**src/rtl/regfile_wb.sv**
```systemverilog
// Write-side sequencer for the 32x32 register file: merges ALU and buffered load results onto
// the single write port and tracks a per-register busy scoreboard for RAW stalls.
module regfile_wb #(
    parameter int unsigned LD_DEPTH  = 4,
    parameter int unsigned MAX_DEFER = 8
) (
    input  logic        clk,
    input  logic        rst_n,
    input  logic        wb_i_issue_valid,
    input  logic [4:0]  wb_i_issue_rd,
    input  logic [4:0]  wb_i_src_a,
    input  logic [4:0]  wb_i_src_b,
    output logic        wb_o_stall,
    input  logic        wb_i_alu_valid,
    input  logic [4:0]  wb_i_alu_rd,
    input  logic [31:0] wb_i_alu_data,
    output logic        wb_o_alu_hold,
    input  logic        wb_i_ld_valid,
    output logic        wb_o_ld_ready,
    input  logic [4:0]  wb_i_ld_rd,
    input  logic [31:0] wb_i_ld_data,
    output logic [4:0]  wb_o_rf_write_reg,
    output logic [31:0] wb_o_rf_write_data,
    output logic [31:0] wb_o_busy,
    output logic        wb_o_idle,
    output logic        wb_o_err
);

    localparam int unsigned PW = $clog2(LD_DEPTH);
    localparam int unsigned DW = $clog2(MAX_DEFER + 1);
    localparam logic [PW:0]   FULL_CNT  = (PW + 1)'(LD_DEPTH);
    localparam logic [DW-1:0] DEFER_MAX = DW'(MAX_DEFER);

    logic [4:0]    r_fifo_rd   [LD_DEPTH];
    logic [31:0]   r_fifo_data [LD_DEPTH];
    logic [PW-1:0] r_wr_ptr;
    logic [PW-1:0] r_rd_ptr;
    logic [PW:0]   r_count;
    logic [DW-1:0] r_defer;
    logic          r_alu_hold;
    logic          r_err;
    logic [4:0]    r_write_reg;
    logic [31:0]   r_write_data;
    logic [31:0]   r_busy;

    logic          w_empty;
    logic          w_full;
    logic          w_ld_ready;
    logic          w_alu_win;
    logic          w_pop;
    logic          w_push;
    logic [PW:0]   w_count_d;
    logic [DW-1:0] w_defer_d;
    logic          w_hold_d;
    logic [4:0]    w_write_reg_d;
    logic [31:0]   w_write_data_d;
    logic [31:0]   w_busy_d;

    assign w_empty    = (r_count == '0);
    assign w_full     = (r_count == FULL_CNT);
    // Ready is based on pre-pop occupancy, so a full FIFO refuses even while popping.
    assign w_ld_ready = rst_n && !w_full;
    assign w_alu_win  = wb_i_alu_valid && (wb_i_alu_rd != 5'd0);
    assign w_pop      = !w_alu_win && !w_empty;
    assign w_push     = wb_i_ld_valid && w_ld_ready && (wb_i_ld_rd != 5'd0);
    assign w_count_d  = r_count + (PW + 1)'(w_push) - (PW + 1)'(w_pop);

    always_comb begin
        w_defer_d = '0;
        if (w_alu_win && !w_empty) begin
            w_defer_d = (r_defer == DEFER_MAX) ? r_defer : r_defer + 1'b1;
        end
    end

    assign w_hold_d = (w_defer_d >= DEFER_MAX) || (w_count_d == FULL_CNT);

    always_comb begin
        w_write_reg_d  = '0;
        w_write_data_d = '0;
        if (w_alu_win) begin
            w_write_reg_d  = wb_i_alu_rd;
            w_write_data_d = wb_i_alu_data;
        end else if (!w_empty) begin
            w_write_reg_d  = r_fifo_rd[r_rd_ptr];
            w_write_data_d = r_fifo_data[r_rd_ptr];
        end
    end

    // Clear for the register being written this edge; a same-edge issue re-sets it.
    always_comb begin
        w_busy_d = r_busy;
        if (r_write_reg != 5'd0) begin
            w_busy_d[r_write_reg] = 1'b0;
        end
        if (wb_i_issue_valid && (wb_i_issue_rd != 5'd0)) begin
            w_busy_d[wb_i_issue_rd] = 1'b1;
        end
        w_busy_d[0] = 1'b0;
    end

    always_ff @(posedge clk) begin
        if (w_push) begin
            r_fifo_rd[r_wr_ptr]   <= wb_i_ld_rd;
            r_fifo_data[r_wr_ptr] <= wb_i_ld_data;
        end
    end

    always_ff @(posedge clk or negedge rst_n) begin
        if (!rst_n) begin
            r_wr_ptr     <= '0;
            r_rd_ptr     <= '0;
            r_count      <= '0;
            r_defer      <= '0;
            r_alu_hold   <= 1'b0;
            r_err        <= 1'b0;
            r_write_reg  <= '0;
            r_write_data <= '0;
            r_busy       <= '0;
        end else begin
            if (w_push) r_wr_ptr <= r_wr_ptr + 1'b1;
            if (w_pop)  r_rd_ptr <= r_rd_ptr + 1'b1;
            r_count      <= w_count_d;
            r_defer      <= w_defer_d;
            r_alu_hold   <= w_hold_d;
            if (w_alu_win && r_alu_hold) r_err <= 1'b1;
            r_write_reg  <= w_write_reg_d;
            r_write_data <= w_write_data_d;
            r_busy       <= w_busy_d;
        end
    end

    assign wb_o_stall = ((wb_i_src_a != 5'd0) && r_busy[wb_i_src_a]) ||
                        ((wb_i_src_b != 5'd0) && r_busy[wb_i_src_b]);
    assign wb_o_ld_ready      = w_ld_ready;
    assign wb_o_alu_hold      = r_alu_hold;
    assign wb_o_rf_write_reg  = r_write_reg;
    assign wb_o_rf_write_data = r_write_data;
    assign wb_o_busy          = r_busy;
    assign wb_o_idle          = (r_busy == '0) && w_empty && (r_write_reg == 5'd0);
    assign wb_o_err           = r_err;

endmodule
```
**config.mk**
```make
export PLATFORM = sky130hd
export DESIGN_NAME = regfile_wb
export DESIGN_NICKNAME = d
export VERILOG_FILES = /design/src/rtl/regfile_wb.sv
export SDC_FILE = /design/constraint.sdc
export NUM_CORES = 1
export LEC_CHECK = 0
export BUFFER_PORTS_ARGS = -buffer_cell sky130_fd_sc_hd__clkbuf_2
export CELL_PAD_IN_SITES_DETAIL_PLACEMENT = 0
export CELL_PAD_IN_SITES_GLOBAL_PLACEMENT = 2
export CORE_MARGIN = 5
export CORE_UTILIZATION = 36
export DETAILED_ROUTE_END_ITERATION = 10
export GPL_TIMING_DRIVEN = 1
export PLACE_DENSITY = 0.79
export SYNTH_ARGS = -nofsm -noshare
export SYNTH_HDL_FRONTEND = slang
export SYNTH_SLANG_ARGS = --single-unit
```
**constraint.sdc**
```tcl
create_clock -name clk -period 2.6 [get_ports clk]
set_clock_uncertainty 0.15 [all_clocks]
set_input_delay 0.13 -clock clk [delete_from_list [all_inputs] [get_ports clk]]
set_output_delay 0.13 -clock clk [all_outputs]
set_load 0.005 [all_outputs]
```
# == After elaboration in Yosys (flattened, before gate mapping) ==
# Memory sizes are Yosys's and may differ from the RTL's.
# Cells that the tools add are included.
# Widths: inputs -> output; s select.
# word_totals
ram_bits,148
out_inout_bits,74
in_bits,94
ff_bits,81
elab_cells,75
memories,2
# memory_table
memory,depth,width,read_ports,rd_ports_with_merged_regs,wr,line_no,text
r_fifo_data,4,32,1,0,1,35,logic [31:0] r_fifo_data [LD_DEPTH];
r_fifo_rd,4,5,1,0,1,34,logic [4:0] r_fifo_rd [LD_DEPTH];
# classes
add_sub_neg,5
n_lt_le_gt_ge,7
bitwise_logic,3
n_eq_ne,3
muxes,18
reduce_logical,28
# ops
cell,n
$mux 32,4
$and 32x32->32,1
$logic_not 32->1,1
$not 32->32,1
$or 32x32->32,1
$reduce_bool 5->1,6
$lt 5x6->1 const B,4
$logic_and 1x1->1,14
$bmux 1 s5,2
$demux 1 s5,2
$ge 5x1->1 const B,2
$mux 5,2
$mux 4,2
$eq 3x3->1 const B,2
$mux 1,6
$logic_not 5->1,1
$add 2x1->2 const B,2
$add 4x1->4 const B,1
$eq 4x4->1 const B,1
$ge 4x4->1 const B,1
$add 3x1->3,1
$logic_not 1->1,3
$logic_not 3->1,1
$sub 3x1->3,1
$logic_or 1x1->1,2

# == Logic depth before layout (Yosys ltp) ==
# logic_depth
ltp_word,9
mapped_depth,14
mapped_depth_nobuf,14

# == Worst setup path after synthesis ==
# Ideal clock, no wire load.
# synth_timing
path_type,flip-flop to flip-flop
startpoint,register r_count[1]
endpoint,register r_alu_hold (netlist: wb_o_alu_hold)
arrival_ns,2.495
path_stages_with_launch,15
path_buffers,0
synth_period_minus_slack_ns,2.728
slack_ns,-0.128
required_ns,2.367
setup_time_ns,0.083
path_cell_list,dfrtp_1 > nor2_1 > a21boi_0 > nand2_1 > a21oi_1 > inv_1 > ha_1 > inv_1 > ha_1 > inv_1 > fa_1 > xnor2_1 > xnor2_1 > nand3b_1 > o21ai_0
# synth_between
elab_chain_cells,9
word_cells_on_any_way,15
cone_classes,add/sub: 2; order compare: 1; eq/ne: 2; mux: 1; reduce/logical: 9
# synth_rtl
item,line_no,text
start: declaration,38,logic [PW:0] r_count;
start signal: assignment,122,r_count <= w_count_d;
$eq 3x3->1,60,assign w_full = (r_count == FULL_CNT);
$logic_not 1->1,62,assign w_ld_ready = rst_n && !w_full;
$logic_and 1x1->1,62,
via wb_o_ld_ready,19,"output logic wb_o_ld_ready,"
$logic_and 1x1->1 (2 in a row),65,assign w_push = wb_i_ld_valid && w_ld_ready && (wb_i_ld_rd != 5'd0);
$add 3x1->3,66,assign w_count_d = r_count + (PW + 1)'(w_push) - (PW + 1)'(w_pop);
$sub 3x1->3,66,
via w_count_d[2],52,logic [PW:0] w_count_d;
$eq 3x3->1,75,assign w_hold_d = (w_defer_d >= DEFER_MAX) || (w_count_d == FULL_CNT);
$logic_or 1x1->1,75,
via w_hold_d,54,logic w_hold_d;
end signal: assignment,124,r_alu_hold <= w_hold_d;
end: declaration,40,logic r_alu_hold;
# The timed path passes the listed nets, and every way through them passes these cells.
# A chain may end at the register's enable or synchronous reset.

# == Worst setup path in the final report ==
# layout_timing
startpoint,register r_count[2]
endpoint,register r_alu_hold (netlist: wb_o_alu_hold)
# layout_between
elab_chain_cells,9
word_cells_on_any_way,15
cone_classes,add/sub: 2; order compare: 1; eq/ne: 2; mux: 1; reduce/logical: 9
# layout_rtl
item,line_no
$eq 3x3->1,60
$logic_not 1->1,62
$logic_and 1x1->1,62
$logic_and 1x1->1 (2 in a row),65
$add 3x1->3,66
$sub 3x1->3 *,66
via w_count_d[2],52
$eq 3x3->1 *,75
$logic_or 1x1->1 *,75
via w_hold_d,54
# The timed path passes the listed nets; every way through them passes the cells marked *.

==> flow_summary.yaml <==
clock_tree:
  clockBufferDepth: 3
  clk_pin_slew_ns: 0.06
  tritoncts: "built"
  root_buffer: "clkbuf_16"
  worstSkewPairLatency_ns: 0.50
  cts_sinks: 229
  cts_made_buffers: 23
  h-tree-depth: 1
worst_setup_path:
  critPathMaxStageDelay_ns: 0.45
  worstPathRequired_ns: 2.82
  r2r-start: "r_count[2]"
  crit_fanout: 4
  r2r_cells: 13
  endpoint_kind: "flop"
  path_class: "flop to flop"
  path_cells: "a21boi_2 > nand2_1 > a21oi_2 > inv_1 > ha_1 > inv_1 > ha_1 > inv_1 > fa_2 > xnor2_2 > xnor2_2 > nand3b_1 > o21ai_0"
  crit_cells: 13
  cp_num_buf_inv: 3
  critPathMostFrequentCell: "inv_1"
  r2r_end: "wb_o_alu_hold"
  start_kind: "flop"
  critPathArrivalTime_ns: 2.71
  crit_family: "adder cells"
  slowest_stage: "dfrtp_2"
  r2r_setup_slack_ns: 0.11
timing:
  slew_headroom_pct: 41.0
  worst_slew_pin_slew_ns: 0.885
  rsz0062_at_grt: "yes"
  fin_setup_tns_ns: 0
  final_hold_viol_count: 0
  report.final.setup_viol: 0
  drv_slew: 0
  final.setup.worst_slack_ns: 0.110
  max_freq_mhz: 402
  period_share_pct: 95.8
  whs_ns: 0.0257
  period_needed_ns: 2.49
pwr:
  switchingPower_mw: 3.57
  peakVddDrop_uv: 616
  clock_power_share_pct: 28.2
  power_leakage_nw: 4.77
  power_frac_seq_pct: 44.2
  p_int_mw: 8.51
  switching_share_pct: 29.5
  combPwrFrac_pct: 27.7
  p_per_area_nw_per_um2: 984
  power.total_mw: 12.1
synth:
  synth_compound_area_share_pct: 8.04
  syn-cell-area_sq_um: 9290
  yosysMostFrequentCell: "edfxtp_1"
  muxShareOfSynthArea_pct: 13.0
  synth.distinct_cells: 49
  synth_seq_cells: 229
  yosysWarnings: 0
  synth_common_cells: "edfxtp_1, dfrtp_1, o21ai_0"
  synth_top_family_by_area: "multiplexers"
  synthSimpleGateAreaFrac_pct: 5.21
  synth_fp_nets: 635
  synthAdderAreaFrac_pct: 1.29
  ys.flop_type: "edfxtp_1"
  synth_xor_area_share_pct: 0.821
  seq_area_frac_synth_pct: 69.6
  synth_area_leaders: "edfxtp_1, dfrtp_1, mux4_2"
  synth-edff-count: 148
  synth_cells: 532
  netlist.area_leader.share_pct: 47.8
  syn_area_per_cell_sq_um: 17.5
  async_reset_ff_share_pct: 35.4
  synth_top_area_cell: "edfxtp_1"
drt:
  dr_total_vias: 6012
  wl_um: 22800
  viasPerCell: 5.21
  antenna_left: 0
  remaining_drc_errors: 0
  first_pass_iters: 5
  avgRoutedWirePerCell_um: 19.8
  drt_iter0_drc: 290
place:
  dp_hpwl_um: 15400
  place_congestion: 0.838
  port_buffers: 166
  dp_cells: 1027
  dp_slack_ns: -0.161
  placed_cell_area_sq_um: 10600
cells_and_area:
  final_core_util_pct: 48.4
  fin_nets: 911
  design_area_sq_um: 12300
  areaGrowthSynthToFinish_pct: 32.1
  largest_register_ffs: 128
  top_register: "r_fifo_data"
  instances_no_fill: 1153
  diodes: 0
  drive_gt1_share_pct: 36.5
run_status:
  status: "complete, no violations"
grt:
  grt_max_degree: 66
  first_global_vias: 6507
  grt_use_total_pct: 15.5
  antenna_found_initial: 0
  grt_overflow: 0
  grt_pass1_wl_um: 35600
floorplan:
  start_util_pct: 36.7
  die_h_um: 171
  die_area_sq_um: 29100
  pin_count: 168
  die-width_um: 171
  rows: 58
  core-area_sq_um: 25300
min_path:
  hp-class: "primary input to asynchronous set/reset pin"
flow_run:
  maxCapViolCount: 0
==> routing by layer <==
| metal | vias up | track usage, % | routed length (um) |
|---|---|---|---|
| li1 | 2678 | - | - |
| met1 | 3096 | 19.4 | 8910 |
| met2 | 209 | 28.0 | 11900 |
| met3 | 29 | 3.14 | 1580 |
| met4 | 0 | 3.65 | 357 |
| met5 | - | 0 | 0 |
==> placed cells by master, fill, tap and decap left out, drive strengths merged, types with 2 or more instances in the layout <==
cell type / n
a31oi: 2
bufinv: 4
mux2: 4
a21oi: 3
dlygate4sd3: 86
or4: 2
clkbuf: 195
o21ai: 63
ha: 8
mux4: 48
nand3b: 13
nand2: 12
nand4: 3
o211ai: 3
nor2: 13
clkinv: 4
xor2: 2
nor3: 4
xnor2: 5
nand2b: 3
dfrtp: 81
or3b: 4
a22o: 37
nor4: 7
edfxtp: 148
mux2i: 8
nand3: 5
nor3b: 2
nor2b: 2
and2: 4
inv: 9
buf: 23
or3: 3
==> cell type report <==
| type | count | area, sq um |
|---|---|---|
| multi-input cells | 272 | 2690 |
| inverters | 8 | 30.0 |
| clock buffers | 30 | 632 |
| fillers | 2124 | 13100 |
| well taps | 330 | 413 |
| clock inverters | 10 | 158 |
| repair buffers | 274 | 1870 |
| flip-flops and latches | 229 | 6480 |
==> repair_timing <==
item / 4_1_cts / 5_1_grt
endpoints found under the hold margin: 233 / 0
endpoints found under the setup margin: 2 / 2
pin swaps: 0 / 2
resized for setup: 5 / 5
hold buffers: 86 / 0
setup buffers: 0 / 0
==> worst reg2reg max path, stage by stage (launching register included) <==
cell and delay, ns:
dfrtp_2 0.45, a21boi_2 0.17, nand2_1 0.09, a21oi_2 0.12, inv_1 0.05, ha_1 0.26, inv_1 0.05, ha_1 0.13
inv_1 0.05, fa_2 0.35, xnor2_2 0.16, xnor2_2 0.15, nand3b_1 0.09, o21ai_0 0.08
==> kinds of logic after synthesis <==
kind of cell               Yosys count
DFF                                229
AOI/OAI and AO/OA                  115
and+or+nand+nor                     80
muxes                               60
buffers and inverters               31
adders and majority gates            9
xor gates and xnor gates             7
other                                1
==> power groups by stage <==
stage	combinational [mW]	sequential (mW)	clock, mW
after global placement	3.12	5.35	0
after global routing	3.66	5.43	3.65
after CTS	3.36	5.33	3.48
after floorplan	2.00	5.16	0
final	3.34	5.33	3.40
after detailed placement	3.21	5.39	0
==> worst max-delay path by stage <==
stage | startpoint | to | slack, ns
detailed placement | wb_i_alu_rd[2] | wb_o_alu_hold | -0.16
global placement | wb_i_alu_rd[2] | wb_o_alu_hold | -0.03
finish | r_count[2] | wb_o_alu_hold | 0.11
global route | r_count[0] | wb_o_alu_hold | -0.08
CTS | r_count[0] | wb_o_alu_hold | 0.0001
floorplan | wb_i_alu_rd[2] | wb_o_alu_hold | -0.08
No activity file was read; power rests on OpenSTA's default activity.
